===== src/rtl/sub_xbit_serial_if.sv =====
// Request/response bundle for the slice-serial subtractor.
// Slave side is the subtractor, master side the requester/consumer.
interface sub_xbit_serial_if #(
  parameter int DATA_WIDTH = 32
);
  logic                  i_valid;
  logic                  o_ready;
  logic [DATA_WIDTH-1:0] i_num_a;
  logic [DATA_WIDTH-1:0] i_num_b;
  logic                  i_brw;
  logic                  o_valid;
  logic                  i_ready;
  logic [DATA_WIDTH-1:0] o_res;
  logic                  o_brw;
  logic                  o_ovf;
  logic                  o_zero;

  modport slave (
    input  i_valid, i_num_a, i_num_b, i_brw, i_ready,
    output o_ready, o_valid, o_res, o_brw, o_ovf, o_zero
  );

  modport master (
    output i_valid, i_num_a, i_num_b, i_brw, i_ready,
    input  o_ready, o_valid, o_res, o_brw, o_ovf, o_zero
  );
endinterface


===== src/rtl/sub_xbit_serial.sv =====
// Slice-serial subtractor: res = A - B - brw, SLICE_WIDTH bits per cycle.
// Operands shift right each cycle; result slices shift in from the top.
module sub_xbit_serial #(
  parameter int DATA_WIDTH  = 32,
  parameter int SLICE_WIDTH = 8
) (
  input logic              i_clk,
  input logic              i_rst,
  sub_xbit_serial_if.slave bus
);
  localparam int DW = DATA_WIDTH;
  localparam int SW = SLICE_WIDTH;
  localparam int NUM_SLICES = DW / SW;
  localparam int CW = (NUM_SLICES > 1) ? $clog2(NUM_SLICES) : 1;

  if (DW % SW != 0) begin : g_bad_width
    $error("DATA_WIDTH must be a multiple of SLICE_WIDTH");
  end

  typedef enum logic [1:0] {
    IDLE,
    CALC,
    DONE
  } state_t;

  state_t        state_q, state_d;
  logic [CW-1:0] cnt_q, cnt_d;
  logic [DW-1:0] a_q, a_d;
  logic [DW-1:0] b_q, b_d;
  logic          brw_q, brw_d;
  logic [DW-1:0] wres_q, wres_d;
  logic          valid_q, valid_d;
  logic [DW-1:0] res_q, res_d;
  logic          obrw_q, obrw_d;
  logic          ovf_q, ovf_d;
  logic          zero_q, zero_d;

  logic [SW:0]   sub;
  logic [DW-1:0] dext;
  logic [DW-1:0] shifted;
  logic          last;

  always_comb begin
    sub = {1'b0, a_q[SW-1:0]}
        - {1'b0, b_q[SW-1:0]}
        - {{SW{1'b0}}, brw_q};
    dext = '0;
    dext[SW-1:0] = sub[SW-1:0];
    shifted = (wres_q >> SW) | (dext << (DW - SW));
    last = (cnt_q == CW'(NUM_SLICES - 1));
  end

  always_comb begin
    state_d = state_q;
    cnt_d   = cnt_q;
    a_d     = a_q;
    b_d     = b_q;
    brw_d   = brw_q;
    wres_d  = wres_q;
    valid_d = valid_q;
    res_d   = res_q;
    obrw_d  = obrw_q;
    ovf_d   = ovf_q;
    zero_d  = zero_q;
    unique case (state_q)
      IDLE: begin
        if (bus.i_valid) begin
          a_d     = bus.i_num_a;
          b_d     = bus.i_num_b;
          brw_d   = bus.i_brw;
          cnt_d   = '0;
          state_d = CALC;
        end
      end
      CALC: begin
        a_d    = a_q >> SW;
        b_d    = b_q >> SW;
        brw_d  = sub[SW];
        wres_d = shifted;
        if (last) begin
          // top slice still sits in the low bits: its msb is the operand msb
          res_d   = shifted;
          obrw_d  = sub[SW];
          ovf_d   = (a_q[SW-1] != b_q[SW-1])
                 && (shifted[DW-1] != a_q[SW-1]);
          zero_d  = (shifted == '0);
          valid_d = 1'b1;
          state_d = DONE;
        end else begin
          cnt_d = cnt_q + CW'(1);
        end
      end
      DONE: begin
        if (bus.i_ready) begin
          valid_d = 1'b0;
          state_d = IDLE;
        end
      end
      default: state_d = IDLE;
    endcase
  end

  always_ff @(posedge i_clk) begin
    if (i_rst) begin
      state_q <= IDLE;
      cnt_q   <= '0;
      a_q     <= '0;
      b_q     <= '0;
      brw_q   <= 1'b0;
      wres_q  <= '0;
      valid_q <= 1'b0;
      res_q   <= '0;
      obrw_q  <= 1'b0;
      ovf_q   <= 1'b0;
      zero_q  <= 1'b0;
    end else begin
      state_q <= state_d;
      cnt_q   <= cnt_d;
      a_q     <= a_d;
      b_q     <= b_d;
      brw_q   <= brw_d;
      wres_q  <= wres_d;
      valid_q <= valid_d;
      res_q   <= res_d;
      obrw_q  <= obrw_d;
      ovf_q   <= ovf_d;
      zero_q  <= zero_d;
    end
  end

  assign bus.o_ready = (state_q == IDLE);
  assign bus.o_valid = valid_q;
  assign bus.o_res   = res_q;
  assign bus.o_brw   = obrw_q;
  assign bus.o_ovf   = ovf_q;
  assign bus.o_zero  = zero_q;
endmodule

===== src/flat_wrapper.sv =====
// flat-port wrapper written by rule: the top's interface ports become plain ports
module sub_xbit_serial_flat 
#(
  parameter int DATA_WIDTH  = 32,
  parameter int SLICE_WIDTH = 8
)
  (i_clk, i_rst, bus_i_valid, bus_i_num_a, bus_i_num_b, bus_i_brw, bus_i_ready, bus_o_ready, bus_o_valid, bus_o_res, bus_o_brw, bus_o_ovf, bus_o_zero);
  sub_xbit_serial_if #(.DATA_WIDTH(DATA_WIDTH)) bus_i ();
  input logic i_clk;
  input logic i_rst;
  input wire logic [$bits(bus_i.i_valid)-1:0] bus_i_valid;
  input wire logic [$bits(bus_i.i_num_a)-1:0] bus_i_num_a;
  input wire logic [$bits(bus_i.i_num_b)-1:0] bus_i_num_b;
  input wire logic [$bits(bus_i.i_brw)-1:0] bus_i_brw;
  input wire logic [$bits(bus_i.i_ready)-1:0] bus_i_ready;
  output wire logic [$bits(bus_i.o_ready)-1:0] bus_o_ready;
  output wire logic [$bits(bus_i.o_valid)-1:0] bus_o_valid;
  output wire logic [$bits(bus_i.o_res)-1:0] bus_o_res;
  output wire logic [$bits(bus_i.o_brw)-1:0] bus_o_brw;
  output wire logic [$bits(bus_i.o_ovf)-1:0] bus_o_ovf;
  output wire logic [$bits(bus_i.o_zero)-1:0] bus_o_zero;
  assign bus_i.i_valid = bus_i_valid;
  assign bus_i.i_num_a = bus_i_num_a;
  assign bus_i.i_num_b = bus_i_num_b;
  assign bus_i.i_brw = bus_i_brw;
  assign bus_i.i_ready = bus_i_ready;
  assign bus_o_ready = bus_i.o_ready;
  assign bus_o_valid = bus_i.o_valid;
  assign bus_o_res = bus_i.o_res;
  assign bus_o_brw = bus_i.o_brw;
  assign bus_o_ovf = bus_i.o_ovf;
  assign bus_o_zero = bus_i.o_zero;
  sub_xbit_serial #(.DATA_WIDTH(DATA_WIDTH), .SLICE_WIDTH(SLICE_WIDTH)) u_core (.i_clk(i_clk), .i_rst(i_rst), .bus(bus_i));
endmodule

===== config.mk =====
export PLATFORM = sky130hd
export DESIGN_NAME = sub_xbit_serial_flat
export DESIGN_NICKNAME = d
export VERILOG_FILES = /design/src/rtl/sub_xbit_serial_if.sv /design/src/rtl/sub_xbit_serial.sv /design/src/flat_wrapper.sv
export SDC_FILE = /design/constraint.sdc
export NUM_CORES = 1
export LEC_CHECK = 0
export ABC_AREA = 1
export ABC_CLOCK_PERIOD_IN_PS = 2800
export BUFFER_PORTS_ARGS = -buffer_cell sky130_fd_sc_hd__buf_2
export CORE_MARGIN = 2
export CORE_UTILIZATION = 35
export DETAILED_ROUTE_END_ITERATION = 10
export PLACE_DENSITY = 0.54
export SKIP_LAST_GASP = 1
export SLEW_MARGIN = 5
export SYNTH_ARGS = -nofsm -noshare
export SYNTH_HDL_FRONTEND = slang
export SYNTH_SLANG_ARGS = --single-unit

===== constraint.sdc =====
create_clock -name i_clk -period 2.8 [get_ports i_clk]
set_clock_uncertainty 0.15 [all_clocks]
set_input_delay 0.42 -clock i_clk [delete_from_list [all_inputs] [get_ports i_clk]]
set_output_delay 0.42 -clock i_clk [all_outputs]
set_load 0.01 [all_outputs]

======== Yosys cells after proc, flatten, opt, wreduce, memory -nomap -nowiden ========
Cells that the tools add are included.
cells by class
  reductions and logical operators ........ 10
  mux-type cells .......................... 16
  bitwise gates (word level) .............. 1
  add/sub/neg operators ................... 3
  eq/ne operators ......................... 9
operators with widths
  operator               count
  $pmux W32 S2           2
  $mux W32               2
  $logic_not A32 Y1      1
  $or A24 B32 Y32        1
  $mux W2                5
  $reduce_and A3 Y1      3
  $sub A8 B8 Y9          1
  $sub A9 B1 Y9          1
  $ne A2 B2 Y1 const B   3
  $pmux W2 S3            1
  $eq A2 B2 Y1 const B   2
  $pmux W1 S2            2
  $pmux W2 S2            1
  $reduce_and A2 Y1      2
  $reduce_bool A2 Y1     2
  $mux W1                3
  $add A2 B1 Y2 const B  1
  $eq A2 B1 Y1 const B   1
  $logic_not A2 Y1       1
  $ne A1 B1 Y1           2
  $ne A2 B1 Y1 const B   1
  $logic_and A1 B1 Y1    1
storage, ports and cells
  logic and storage cells ................. 50
  register bits ........................... 137
  output and inout port bits .............. 37
  input bits .............................. 69

======== Depth between registers and ports, before layout ========
Gate-level depths: netlist of the first run.
  word-level depth ........................ 5
  gate-level depth with buffers ........... 14

======== Worst setup path after synthesis of the first run ========
Ideal clock, no wire load.
  path kind ............................... reg2reg
  start point ............................. reg u_core.brw_q
  end point ............................... reg u_core.zero_q, in the netlist u_core.bus.o_zero
  clock period less this slack ............ 1.959 ns
  path buffers ............................ 0
  stages on the path, launching flop included .. 13
  arrival time ............................ 1.738 ns
  path slack .............................. 0.841 ns
  library setup time ...................... 0.070 ns
  cell sequence ........................... dfxtp_1 > inv_1 > fa_1 > ha_1 > inv_1 > nand2_1 > nand2_1 > nand2_1 > nor2_1 > nand3_1 > nor2_1 > nand4_1 > a21oi_1
between the ends
  cells in the longest elaborated chain, start to end .. 3
RTL lines
  what                      RTL line                source
  start: declaration        sub_xbit_serial.sv:30   logic brw_q, brw_d;
  start signal: assignment  sub_xbit_serial.sv:121  brw_q <= brw_d;
  $sub A9 B1 Y9             sub_xbit_serial.sv:46   - {{SW{1'b0}}, brw_q};
  $or A24 B32 Y32           sub_xbit_serial.sv:49   shifted = (wres_q >> SW) | (dext << (DW - SW));
  $logic_not A32 Y1         sub_xbit_serial.sv:86   zero_d = (shifted == '0);
  end signal: assignment    sub_xbit_serial.sv:127  zero_q <= zero_d;
  end: declaration          sub_xbit_serial.sv:36   logic zero_q, zero_d;
Every way passes these cells.
A chain may end at the register's enable or synchronous reset.

======== Worst setup path after layout of the first run ========
Same ends and word-level chain as after synthesis.

==> impl_metrics.csv, run 1 <==
group,metric,value,unit
status,status,"finished, final reports clean",
floorplanning,die_width,130,um
power,power.leakage,2.98,nW
logic_synthesis,yosysSeqAreaShare,0.468,
grt,grt_start_max_net_pins,81,
floorplanning,design.core.area,15300,um2
sta,max_clock_freq,466,MHz
route,wl,14100,um
power,total_power,4.85,mW
power,power_switching,1.40,mW
route,vias,5029,
final_layout,drive_gt1_frac,0.184,
logic_synthesis,netlist.area_leader.share,0.468,
final_layout,area_growth,20.8,%
logic_synthesis,syn_area_per_cell,7.38,um2
critical_path,cp.required,3.00,ns
grt,grtUsageTotal,0.177,
clock_network,post_cts_buffers,0,
placement,dp.cells,1022,
critical_path,endpoint_kind,"flop",
route,drc_errors,0,
worst_hold_path,min_path_cells,3,
power,comb_power_share,0.163,
power,switching_share,0.288,
power,powerDensity,727,nW/um2
critical_path,reg2regPathDepth,11,
logic_synthesis,yosys.area.top_type,"dfxtp_1",
critical_path,r2r-start,"u_core.brw_q$_SDFFE_PP0P_",
route,wl_per_cell,13.4,um
clock_network,cts_buffers,17,
grt,grt_pass1_wl,23300,um
sta,tns,0,ns
final_layout,stdcell_count,1054,
final_layout,regArea,2580,um2
placement,place.gp.congestion,0.824,
route,drt_pass1_iterations,4,
grt,overflow,0,
placement,dp_hpwl,9530,um
final_layout,layout_commonest_cell,"nand2_1",
floorplanning,initial_core_util,0.360,
worst_hold_path,holdPathEnd,"u_core.b_q[24]$_SDFFE_PP0P_",
final_layout,antenna_cells,0,
worst_hold_path,hold_path_class,"in -> reg",
sta,max_slew_margin,0.516,
clock_network,tritoncts,"yes",
critical_path,critPathArrivalTime,2.35,ns
sta,hold_violations,0,
clock_network,insertion_delay,0.42,ns
sta,hold_slack,0.0994,ns
floorplanning,row_count,45,
route,postRouteAntennaNets,0,
critical_path,path_max_fanout,3,
critical_path,r2r_slack,0.65,ns
logic_synthesis,synth_cell_type_count,27,
clock_network,cts.sinks,129,
logic_synthesis,yosysWarnings,0,
grt,first_global_vias,4764,
floorplanning,ios,106,
logic_synthesis,synth-seq-cells,129,
logic_synthesis,syn_nets,833,
power,pwr-share-clk,0.412,
floorplanning,die_area,16800,um2
sta,layout_min_cycle_time,2.15,ns
sta,grt_setup_unrepaired,"no",
grt,antenna_found_initial,0,
placement,port_buffers,105,
final_layout,postLayoutCoreUtil,0.435,
sta,setup_viol,0,
clock_network,ctsHoldBuffers,0,
floorplanning,die_y,130,um
critical_path,critPathKind,"reg -> reg",
sta,fin_crit_sh,0.766,
clock_network,root_buffer,"clkbuf_16",
clock_network,post_cts_resized,0,
route,first_iter_violations,404,
logic_synthesis,synth.cell_area,5520,um2
sta,slew_violations,0,
logic_synthesis,postSynthCellCount,747,
final_layout,nNetsFinal,916,
power,p_int,3.45,mW
power,pwr-share-seq,0.424,
logic_synthesis,synthTopCellsByArea,"dfxtp_1 47%, nand2_1 16%, o21ai_0 6.4%, a31oi_1 5.4%, a21oi_1 5.4%",
sta,worst_pin_slew,0.726,ns
final_layout,fill_cells,1631,
final_layout,final_cell_mix,"228 x nand2_1, 129 x dfxtp_1, 105 x buf_2",
critical_path,worst_setup_path_start_kind,"flop",
clock_network,clk_path_buf_depth,2,
clock_network,clkSlewWorstSetupHoldPaths,0.06,ns
clock_network,htreeDepth,4,
critical_path,rr_endpoint,"u_core.bus.o_zero$_SDFFE_PP0P_",
final_layout,multiInputGateArea,2500,um2
route,vias_per_cell,4.77,
run,cap_violations,0,
worst_hold_path,min_from,"bus_i_num_b[24]",
power,irDropWorstVdd,475,uV
-- how the worst max path moves through the flow --
stage / from / endpoint / depth (start not counted)
5_1_grt: u_core.brw_q$_SDFFE_PP0P_ / u_core.bus.o_zero$_SDFFE_PP0P_ / 12
6_report: u_core.brw_q$_SDFFE_PP0P_ / u_core.bus.o_zero$_SDFFE_PP0P_ / 11
3_3_place_gp: u_core.a_q[6]$_SDFFE_PP0P_ / u_core.bus.o_ovf$_SDFFE_PP0P_ / 12
3_5_place_dp: u_core.brw_q$_SDFFE_PP0P_ / u_core.bus.o_res[31]$_SDFFE_PP0P_ / 11
2_1_floorplan: u_core.brw_q$_SDFFE_PP0P_ / u_core.bus.o_zero$_SDFFE_PP0P_ / 12
4_1_cts: u_core.brw_q$_SDFFE_PP0P_ / u_core.bus.o_res[31]$_SDFFE_PP0P_ / 11
-- area by class of cell --
type                       instances  share of cell area
inverter                          53              0.0298
multi-input combinational        516               0.376
timing repair buffer             113              0.0879
tap                              211              0.0396
clock buffer                      19              0.0650
clock inverter                    13              0.0145
sequential                       129               0.387
-- state kept, by name, summed over array words and instances, names as in the netlist --
| register | count |
|---|---|
| u_core.bus.o_valid | 1 |
| u_core.a_q | 32 |
| u_core.cnt_q | 2 |
| u_core.bus.o_zero | 1 |
| u_core.brw_q | 1 |
| u_core.bus.o_ovf | 1 |
| u_core.b_q | 32 |
| u_core.bus.o_res | 32 |
| u_core.state_q | 2 |
| u_core.bus.o_brw | 1 |
| u_core.wres_q | 24 |
-- metal layers --
layer  vias to the layer above  share of wire  track usage
li1                       2629              -            -
met1                      2283           0.49        0.234
met2                       105           0.45        0.280
met3                        12          0.050       0.0516
met4                         0          0.011       0.0569
met5                         -              0            0
-- stage by stage --
stage	setup WS [ns]	area (um2)
CTS	0.654	6670
floorplan	0.841	5520
global placement	0.685	6140
finish	0.654	6670
global route	0.432	6670
detailed placement	0.670	6140
-- kinds of logic after synthesis --
group | count (synthesis) | synth area share
flip-flops | 129 | 0.468
AND/OR/NAND/NOR | 308 | 0.222
adder cells (fa/ha/maj) | 17 | 0.0413
buffers and inverters | 102 | 0.0778
AO/OA/AOI/OAI | 191 | 0.191
-- power groups by stage --
stage / Clock [mW] / Sequential (mW) / Combinational, mW
floorplan: 0 / 2.06 / 0.603
detailed placement: 0 / 2.09 / 0.791
global route: 2.14 / 2.07 / 0.914
finish: 2.00 / 2.06 / 0.792
CTS: 2.04 / 2.06 / 0.796
global placement: 0 / 2.09 / 0.782
-- cell usage after synthesis --
master	n
nor2_4	1
dfxtp_1	129
o211ai_1	10
ha_1	15
fa_1	2
o21a_1	1
inv_2	6
o21ai_0	70
nand3b_1	5
buf_4	3
buf_1	2
buf_2	28
a31oi_1	48
nand2_1	228
nand4_1	2
nand2_2	1
o211a_1	1
inv_1	47
nand2_4	1
nand3_1	17
clkbuf_1	16
nor2_1	50
a211oi_1	1
o21ai_1	1
a21oi_1	59
or2_2	1
nor2_2	2
-- critical path, stage by stage (launching register included) --
cell	delay [ns]
dfxtp_1	0.32
inv_1	0.06
fa_1	0.44
ha_1	0.31
nand2_1	0.07
nand2_1	0.10
nand2_1	0.05
nand2_1	0.15
nand3_1	0.10
nor2_1	0.11
nand4_1	0.08
a21oi_1	0.12
(Power assumes the default switching activity.)
==> inputs of run 2 (changes only) <==
- ABC_CLOCK_PERIOD_IN_PS: 2800 -> 1900
- PLACE_DENSITY: 0.54 -> 0.56
- clock period: 2.8 -> 1.9 ns (I/O delays scaled with it)
==> impl_metrics.csv, run 2 (synthesis results as in run 1) <==
group,metric,value,unit
sta,layout_min_cycle_time,2.11,ns
final_layout,area_growth,41.3,%
grt,grtUsageTotal,0.192,
route,drc_errors,0,
sta,hold_slack,0.0130,ns
route,first_iter_violations,412,
grt,grtUsageMet3,0.0409,
sta,fin_crit_sh,1.11,
critical_path,critPathKind,"reg -> reg",
clock_network,tritoncts,"yes",
grt,antenna_found_initial,0,
sta,finalWorstSetupSlack,-0.212,ns
floorplanning,row_count,45,
critical_path,path_max_fanout,2,
grt,grt_start_max_net_pins,60,
sta,tns,-0.980,ns
route,drt_pass1_iterations,5,
grt,overflow,0,
worst_hold_path,hold_path_class,"in -> reg",
placement,port_buffers,105,
final_layout,postLayoutCoreUtil,0.509,
critical_path,slowest_delay,0.60,ns
sta,grt_setup_unrepaired,"yes",
floorplanning,design.core.area,15300,um2
sta,hold_violations,0,
sta,max_clock_freq,473,MHz
placement,dp_hpwl,9720,um
status,violations,"setup timing",
floorplanning,die_y,130,um
grt,grt_use_met1,0.256,
power,powerDensity,1010,nW/um2
sta,max_slew_margin,0.646,
final_layout,nNetsFinal,1004,
final_layout,final_cell_mix,"206 x nand2_1, 122 x dfxtp_1, 105 x buf_2",
power,power.leakage,3.40,nW
run,cap_violations,0,
grt,first_global_vias,5141,
route,postRouteAntennaNets,0,
floorplanning,die_area,16800,um2
clock_network,root_buffer,"clkbuf_16",
sta,worst_pin_slew,0.531,ns
status,status,"complete, but fails checks",
grt,grtUsageMet2,0.308,
final_layout,layout_commonest_cell,"nand2_1",
clock_network,clk_path_buf_depth,2,
clock_network,insertion_delay,0.42,ns
critical_path,worstPathCellList,"inv_2 -> fa_2 -> ha_4 -> inv_1 -> nand2_1 -> nand2_2 -> nand2_1 -> nor2_1 -> nand3_1 -> nor2_1 -> nand4_1 -> a21oi_1",
clock_network,cts_buffers,17,
sta,slew_violations,0,
sta,setup_viol,10,
clock_network,cts.sinks,129,
critical_path,cp_slowest_cell,"fa_2",
grt,busiest_layer,"met2",
clock_network,htreeDepth,4,
route,wl,15500,um
floorplanning,initial_core_util,0.360,
power,irDropWorstVdd,821,uV
critical_path,endpoint_kind,"flop",
critical_path,critPathArrivalTime,2.31,ns
route,vias,5368,
final_layout,antenna_cells,0,
route,vias_per_cell,4.70,
floorplanning,die_width,130,um
critical_path,worst_setup_path_start_kind,"flop",
grt,grt_pass1_wl,25300,um
floorplanning,ios,106,
route,wl_per_cell,13.6,um
final_layout,fill_cells,1506,
final_layout,drive_gt1_frac,0.261,
clock_network,clkSlewWorstSetupHoldPaths,0.06,ns
critical_path,cp.required,2.09,ns
placement,place.gp.congestion,0.821,
run 2: cell types whose count changed in the layout (fill, tap and decap cells not counted), moves of 11 or more:
cell and delta:
buf_4 +24, dlygate4sd3_1 +60, inv_1 -11, inv_2 +12, nand2_1 -22, nand2_2 +18
run 2: critical path, delay by kind of cell (launching register included):
kind | cells | cell delay, ns
buf+inv | 2 | 0.09
simple gates | 7 | 0.52
compound gates | 1 | 0.14
flops | 1 | 0.33
fa+ha+maj | 2 | 0.81
run 2: worst paths after layout:
path	from	endpoint	slack, ns	cells after the start
setup / recovery	u_core.brw_q$_SDFFE_PP0P_	u_core.bus.o_zero$_SDFFE_PP0P_	-0.21	12
hold / removal	bus_i_num_a[6]	u_core.a_q[6]$_SDFFE_PP0P_	0.01	3
setup reg to reg	u_core.brw_q$_SDFFE_PP0P_	u_core.bus.o_zero$_SDFFE_PP0P_	-0.21	12
hold reg to reg	u_core.wres_q[9]$_SDFFE_PP0P_	u_core.wres_q[9]$_SDFFE_PP0P_	0.31	2
run 2: area by class of cell:
cell class,count,area (um2),share of cell area
clock inverter,10,86.3,0.0111
tap,211,264,0.0339
inverter,53,199,0.0255
clock buffer,22,464,0.0596
multi-input combinational,516,2740,0.352
timing repair buffer,201,1450,0.186
sequential,129,2590,0.332
run 2: timing repair:
item,4_1_cts,5_1_grt
endpoints found under the setup margin,13,16
hold buffers,60,0
gates resized for setup,45,22
endpoints found under the hold margin,60,0
buffers inserted,0,2
pin swaps,29,16
run 2: per-layer routing:
layer / share of wire / routed length [um] / vias to the layer above
met5: 0 / 0 / -
met4: 0.013 / 207 / 0
met3: 0.032 / 504 / 13
met2: 0.47 / 7300 / 100
met1: 0.48 / 7500 / 2442
li1: - / - / 2813
run 2: metrics by stage:
| stage | setup slack (ns) | total power [mW] | cells | instance area [um2] |
|---|---|---|---|---|
| after global routing | -0.298 | 8.34 | 1142 | 7790 |
| after floorplan | -0.0586 | 3.93 | 747 | 5520 |
| after CTS | -0.182 | 7.78 | 1140 | 7700 |
| final | -0.212 | 7.90 | 1142 | 7790 |
| after detailed placement | -0.201 | 4.46 | 1048 | 6380 |
| after global placement | -0.170 | 4.46 | 1048 | 6380 |
run 2: report_power, final:
group / switching [mW] / total [mW] / internal, mW
combinational: 0.996 / 1.83 / 0.830
sequential: 0.131 / 3.03 / 2.90
clock: 1.18 / 3.04 / 1.85
total: 2.31 / 7.90 / 5.59
